## config.mk

```make
export PLATFORM = sky130hd
export DESIGN_NAME = io_responder
export DESIGN_NICKNAME = d
export VERILOG_FILES = /design/src/rtl/io_responder.sv
export SDC_FILE = /design/constraint.sdc
export NUM_CORES = 1
export LEC_CHECK = 0
export BUFFER_PORTS_ARGS = -buffer_cell sky130_fd_sc_hd__buf_2
export CAP_MARGIN = 20
export CORE_ASPECT_RATIO = 0.8
export CORE_MARGIN = 2
export CORE_UTILIZATION = 45
export DETAILED_ROUTE_END_ITERATION = 7
export GPL_TIMING_DRIVEN = 0
export HOLD_SLACK_MARGIN = 0.05
export RECOVER_POWER = 100
export SKIP_CTS_REPAIR_TIMING = 1
export SLEW_MARGIN = 20
export SYNTH_ARGS = -nofsm -noshare
export SYNTH_HDL_FRONTEND = slang
export SYNTH_SLANG_ARGS = --single-unit
```

## constraint.sdc

```tcl
create_clock -name clk -period 5 [get_ports clk]
set_input_delay 0.5 -clock clk [delete_from_list [all_inputs] [get_ports clk]]
set_output_delay 0.5 -clock clk [all_outputs]
set_load 0.01 [all_outputs]
```

## src/rtl/io_responder.sv

```systemverilog
`default_nettype none
// ============================================================================
//  Module   : io_responder
//  Purpose  : Memory-mapped IO target for the single-cycle core. Answers CPU
//             loads/stores with io_addr[15]=1 and holds the sort start/finish
//             state machine, cycle counter, sort count, lamp register,
//             synchronised switch inputs and a 32-entry ASCII display buffer.
//  Ports    : clk, rst_n (sync, active-low)
//             io_addr/io_we/io_re/io_wdata   - CPU access (word index [8:2])
//             io_rdata/io_rvalid             - registered load response
//             btnu_in/cp_in/ch_in            - asynchronous switch pins
//             lamp_out/led_ctrl              - lamp value and lamp source
//             sort_running/sort_done         - FSM status
//             cycle_out/count_out            - cycle counter, sort count
//             disp_idx/disp_char             - display read port (comb.)
//  Revision : 1.0 - initial release
// ============================================================================
module io_responder #(
  parameter int DATA_WIDTH    = 32,
  parameter int IO_ADDR_WIDTH = 7,
  parameter int CYCLE_WIDTH   = 32,
  parameter int LAMP_WIDTH    = 8,
  parameter int DISP_ENTRIES  = 32
) (
  input  logic                   clk,
  input  logic                   rst_n,
  input  logic [15:0]            io_addr,
  input  logic                   io_we,
  input  logic                   io_re,
  input  logic [DATA_WIDTH-1:0]  io_wdata,
  output logic [DATA_WIDTH-1:0]  io_rdata,
  output logic                   io_rvalid,
  input  logic                   btnu_in,
  input  logic                   cp_in,
  input  logic                   ch_in,
  output logic [LAMP_WIDTH-1:0]  lamp_out,
  output logic                   led_ctrl,
  output logic                   sort_running,
  output logic                   sort_done,
  output logic [CYCLE_WIDTH-1:0] cycle_out,
  output logic [DATA_WIDTH-1:0]  count_out,
  input  logic [4:0]             disp_idx,
  output logic [7:0]             disp_char
);

  localparam int DISP_AW = $clog2(DISP_ENTRIES);

  localparam logic [IO_ADDR_WIDTH-1:0] IDX_DONE      = 'd0;
  localparam logic [IO_ADDR_WIDTH-1:0] IDX_COUNT     = 'd1;
  localparam logic [IO_ADDR_WIDTH-1:0] IDX_LAMP      = 'd2;
  localparam logic [IO_ADDR_WIDTH-1:0] IDX_RUN       = 'd3;
  localparam logic [IO_ADDR_WIDTH-1:0] IDX_BTNU      = 'd4;
  localparam logic [IO_ADDR_WIDTH-1:0] IDX_CP        = 'd5;
  localparam logic [IO_ADDR_WIDTH-1:0] IDX_CH        = 'd6;
  localparam logic [IO_ADDR_WIDTH-1:0] IDX_CYCLE     = 'd7;
  localparam logic [IO_ADDR_WIDTH-1:0] IDX_DISP_BASE = 'd8;
  localparam logic [IO_ADDR_WIDTH-1:0] IDX_DISP_END  = IO_ADDR_WIDTH'(8 + DISP_ENTRIES);

  typedef enum logic [1:0] {
    S_IDLE = 2'd0,
    S_RUN  = 2'd1,
    S_DONE = 2'd2
  } state_t;

  state_t                     state;
  logic [2:0]                 sync1;
  logic [2:0]                 sync2;
  logic [7:0]                 disp [DISP_ENTRIES];

  logic [IO_ADDR_WIDTH-1:0]   idx;
  logic                       sel;
  logic                       wr;
  logic                       rd;
  logic                       in_disp;
  logic [DISP_AW-1:0]         disp_sel;
  logic [DATA_WIDTH-1:0]      rd_mux;

  // Address bits outside the decoded fields carry no meaning here.
  logic unused_addr_bits;
  assign unused_addr_bits = &{1'b0, io_addr[14:9], io_addr[1:0]};

  assign sel      = io_addr[15];
  assign idx      = io_addr[IO_ADDR_WIDTH+1:2];
  assign wr       = io_we & sel;
  assign rd       = io_re & sel;
  assign in_disp  = (idx >= IDX_DISP_BASE) && (idx < IDX_DISP_END);
  assign disp_sel = DISP_AW'(idx - IDX_DISP_BASE);

  assign disp_char = disp[disp_idx];

  function automatic logic [7:0] hex_ascii(input logic [3:0] n);
    return (n < 4'd10) ? (8'h30 + {4'h0, n}) : (8'h37 + {4'h0, n});
  endfunction

  // Read data is taken from current register values, so a store in the
  // same cycle is not visible until the following read.
  always_comb begin
    rd_mux = '0;
    case (idx)
      IDX_DONE:  rd_mux = DATA_WIDTH'(sort_done);
      IDX_COUNT: rd_mux = count_out;
      IDX_LAMP:  rd_mux = DATA_WIDTH'(lamp_out);
      IDX_RUN:   rd_mux = DATA_WIDTH'(sort_running);
      IDX_BTNU:  rd_mux = DATA_WIDTH'(sync2[0]);
      IDX_CP:    rd_mux = DATA_WIDTH'(sync2[1]);
      IDX_CH:    rd_mux = DATA_WIDTH'(sync2[2]);
      IDX_CYCLE: rd_mux = DATA_WIDTH'(cycle_out);
      default:   rd_mux = in_disp ? DATA_WIDTH'(disp[disp_sel]) : '0;
    endcase
  end

  always_ff @(posedge clk) begin
    if (!rst_n) begin
      state        <= S_IDLE;
      sort_running <= 1'b0;
      sort_done    <= 1'b0;
      cycle_out    <= '0;
      count_out    <= '0;
      lamp_out     <= '0;
      led_ctrl     <= 1'b0;
      io_rdata     <= '0;
      io_rvalid    <= 1'b0;
      sync1        <= '0;
      sync2        <= '0;
      for (int i = 0; i < DISP_ENTRIES; i++) begin
        disp[i] <= 8'h20;
      end
    end else begin
      sync1 <= {ch_in, cp_in, btnu_in};
      sync2 <= sync1;

      io_rvalid <= rd;
      if (rd) begin
        io_rdata <= rd_mux;
      end

      // Sort FSM and cycle counter. A start restarts from zero even in RUN;
      // the finish edge itself does not count.
      if (wr && (idx == IDX_RUN)) begin
        state        <= S_RUN;
        sort_running <= 1'b1;
        sort_done    <= 1'b0;
        cycle_out    <= '0;
      end else if (wr && (idx == IDX_DONE) && (state == S_RUN)) begin
        state        <= S_DONE;
        sort_running <= 1'b0;
        sort_done    <= 1'b1;
      end else if ((state == S_RUN) && (cycle_out != '1)) begin
        cycle_out <= cycle_out + CYCLE_WIDTH'(1);
      end

      if (wr && (idx == IDX_COUNT)) begin
        count_out <= io_wdata;
      end

      // Once software writes the lamp, the LEDs stay under its control.
      if (wr && (idx == IDX_LAMP)) begin
        lamp_out <= io_wdata[LAMP_WIDTH-1:0];
        led_ctrl <= 1'b1;
      end

      if (wr && in_disp) begin
        disp[disp_sel] <= hex_ascii(io_wdata[3:0]);
      end
    end
  end

endmodule
`default_nettype wire
```

==> flow_metrics.py <==
metrics = {
    "grt": {
        "grt-ovfl-total": 0,
        "grt_pass1_vias": 12600,
        "grt_max_degree": 15,
        "grt_pass1_wl_um": 84300,
        "antenna_found_initial": 3,
        "grt_use_total_pct": 29.6,
    },
    "setup_path": {
        "arrival_ns": 4.61,
        "cp_top_family": "buffers and inverters",
        "crit_path_end_kind": "flip-flop",
        "slowest_delay_ns": 1.00,
        "cp_num_buf_inv": 4,
        "critPathRequiredTime_ns": 5.19,
        "cp-start-kind": "input port",
        "path_max_fanout": 10,
        "crit_type": "in2reg",
        "crit_slowest_cell": "clkbuf_1",
        "path_cells": "clkbuf_1, clkbuf_1, clkbuf_1, nand2_1, nor4_4, buf_4, nand2_1, nand2_1",
    },
    "floorplanning": {
        "die_h_um": 178,
        "initial_utilization_pct": 45.7,
        "die_x_um": 221,
        "std_cell_rows": 63,
        "io_pins": 176,
        "design.die.area_um2": 39300,
        "core_um2": 37100,
    },
    "clock_tree": {
        "htree_levels": 2,
        "cts_tree": "yes",
        "clock_latency_ns": 0.53,
        "numCtsBuffers": 37,
        "cts_sinks": 338,
        "clock-root-buffer": "clkbuf_16",
        "clk_pin_slew_ns": 0.06,
        "cts_buffer_depth": 3,
    },
    "yosys": {
        "seq_area_frac_synth_pct": 53.1,
        "avgSynthCellArea_um2": 11.6,
        "synthCells": 1460,
        "yosysWarnings": 0,
        "synthFlopType": "edfxtp_1",
        "synth_enable_flop_cells": 224,
        "async_flop_share_pct": 0,
        "synth-seq-cells": 338,
        "ys_types": 60,
        "syn_area_um2": 17000,
        "synth_nets": 1527,
    },
    "route": {
        "dr.pass1.iters": 8,
        "drtAntennaViolNets": 0,
        "routed_wl_um": 58900,
        "routedWlPerCell_um": 27.1,
        "via_count": 13600,
        "drtIter0Drc": 2040,
        "viasPerCell": 6.26,
        "drc": 0,
    },
    "pwr": {
        "switching_share_pct": 25.4,
        "power.share.clock_pct": 40.5,
        "p_seq_share_pct": 48.7,
        "pwr-share-comb_pct": 10.8,
        "leakage_nw": 6.26,
        "internal-power_mw": 4.79,
        "power.total_mw": 6.42,
        "switchingPower_mw": 1.63,
        "cellPowerDensity_nw_per_um2": 332,
        "ir_worst_vdd_v": 0.000230,
    },
    "layout": {
        "nNetsFinal": 1728,
        "synthToLayoutAreaGrowth_pct": 13.8,
        "fillers": 3382,
        "layout-drive-gt1-share_pct": 15.0,
        "most-common-layout-cells": "edfxtp_1 (224), nor2_1 (212), clkbuf_1 (211), nand2_1 (193), dfxtp_1 (114)",
        "utilization_pct": 52.1,
        "seq_area_um2": 9010,
        "final_cell_area_um2": 19300,
        "final_cells": 2175,
        "multiInputGateArea_um2": 7420,
        "final_common_cell": "edfxtp_1",
    },
    "timing": {
        "whs_ns": 0.179,
        "layout_setup_ws_ns": 0.575,
        "slew_violations": 0,
        "slew_headroom_pct": 15.4,
        "fmax_mhz": 226,
        "worstMarginPinSlew_ns": 1.27,
        "period_share_pct": 88.5,
        "rsz0062_at_grt": "no",
        "setup_violations": 0,
        "tns_ns": 0,
        "hold_viol_final": 0,
        "fin_crit_ns": 4.42,
        "skew_ns": 0.0210,
    },
    "place": {
        "gp_congestion": 1.03,
        "post-place-ws_ns": 0.864,
        "dpl.hpwl_um": 44100,
        "place_inst": 2109,
        "place_area_um2": 18400,
        "numPortBuffers": 162,
    },
    "hold_path": {
        "hp-class": "in2reg",
    },
    "run_status": {
        "status": "finished clean",
    },
    "flow_run": {
        "drv_cap": 0,
    },
}
## cells by family (layout without fill, tap and decap cells)
group                      count (synthesis)  count (layout)  share of synthesized area (%)
muxes                                    162             162                           17.8
buffers and inverters                    128             355                           3.13
DFF                                      338             338                           53.1
other                                      1               2                         0.0221
and+or+nand+nor                          603             603                           16.6
xor gates and xnor gates                   4               4                          0.206
AOI/OAI and AO/OA                        217             217                           8.67
adders and majority gates                  7               7                          0.516
## area by class of cell
cell class,instances,share of cell area (%)
timing repair buffer,162,3.44
sequential,338,46.6
clock inverter,19,0.615
clock buffer,46,5.17
multi-input combinational,994,38.4
antenna,1,0.0129
inverter,7,0.136
buffer,121,2.49
tap,487,3.15
## cells in the mapped netlist (4+ instances only)
cell      instances  area share (%)
o21ai_0          49             1.4
inv_1             7            0.15
a21oi_1          40             1.2
nand2_1         187             4.1
nor4_4            4            0.50
a21boi_0         32             1.4
nand4_1          26            0.96
nand3_1          47             1.4
a211o_1           6            0.31
mux2i_1          41             2.4
clkbuf_1         77             1.7
a31o_2            9            0.46
and2_1           37             1.4
nand2b_1          6            0.22
a222oi_1          7            0.41
xnor2_1           4            0.21
o221ai_1         10            0.52
nor2b_1          18            0.66
nor2_1          212             4.7
nand2_2           8            0.29
mux2_2           10            0.66
edfxtp_1        224              40
dfxtp_1         114              13
mux4_2          111              15
ha_1              7            0.52
buf_2            23            0.68
or4_1             8            0.35
o22ai_1           4            0.15
and4_1            7            0.36
or3_1            17            0.63
a22oi_1          25             1.1
nor3_1            7            0.21
buf_4             6            0.27
nor4_1            6            0.22
o31ai_1           8            0.35
buf_1            15            0.33
and3_1            5            0.18
## routing by layer
layer / up-vias / wire (um) / GRT usage [%]
met1: 6826 / 25100 / 43.4
met4: 0 / 1590 / 8.39
li1: 5873 / - / -
met2: 808 / 24300 / 41.6
met3: 108 / 7880 / 9.82
met5: - / 0 / 0
## power groups by stage
stage	clock network (mW)	registers, mW	logic (mW)
3_3_place_gp	0	3.18	0.663
2_1_floorplan	0	3.16	0.408
6_report	2.60	3.13	0.692
5_1_grt	2.73	3.13	0.714
3_5_place_dp	0	3.18	0.666
4_1_cts	2.63	3.12	0.670
## state kept, by name, indices dropped and copies added (netlist names)
signal / cells
sync2: 3
sort_running: 1
led_ctrl: 1
lamp_out: 8
sync1: 3
cycle_out: 32
io_rvalid: 1
sort_done: 1
disp: 224
io_rdata: 32
count_out: 32
## worst paths after layout
path / from / slack [ns] / depth (start not counted) / end
worst max-delay path: io_addr[2] / 0.58 / 8 / disp[19][5]
worst min-delay path: ch_in / 0.18 / 2 / sync1[2]
worst max register to register: cycle_out[1] / 2.32 / 6 / cycle_out[19]
worst min register to register: sync1[0] / 0.45 / 1 / sync2[0]
(Power assumes the default switching activity.)
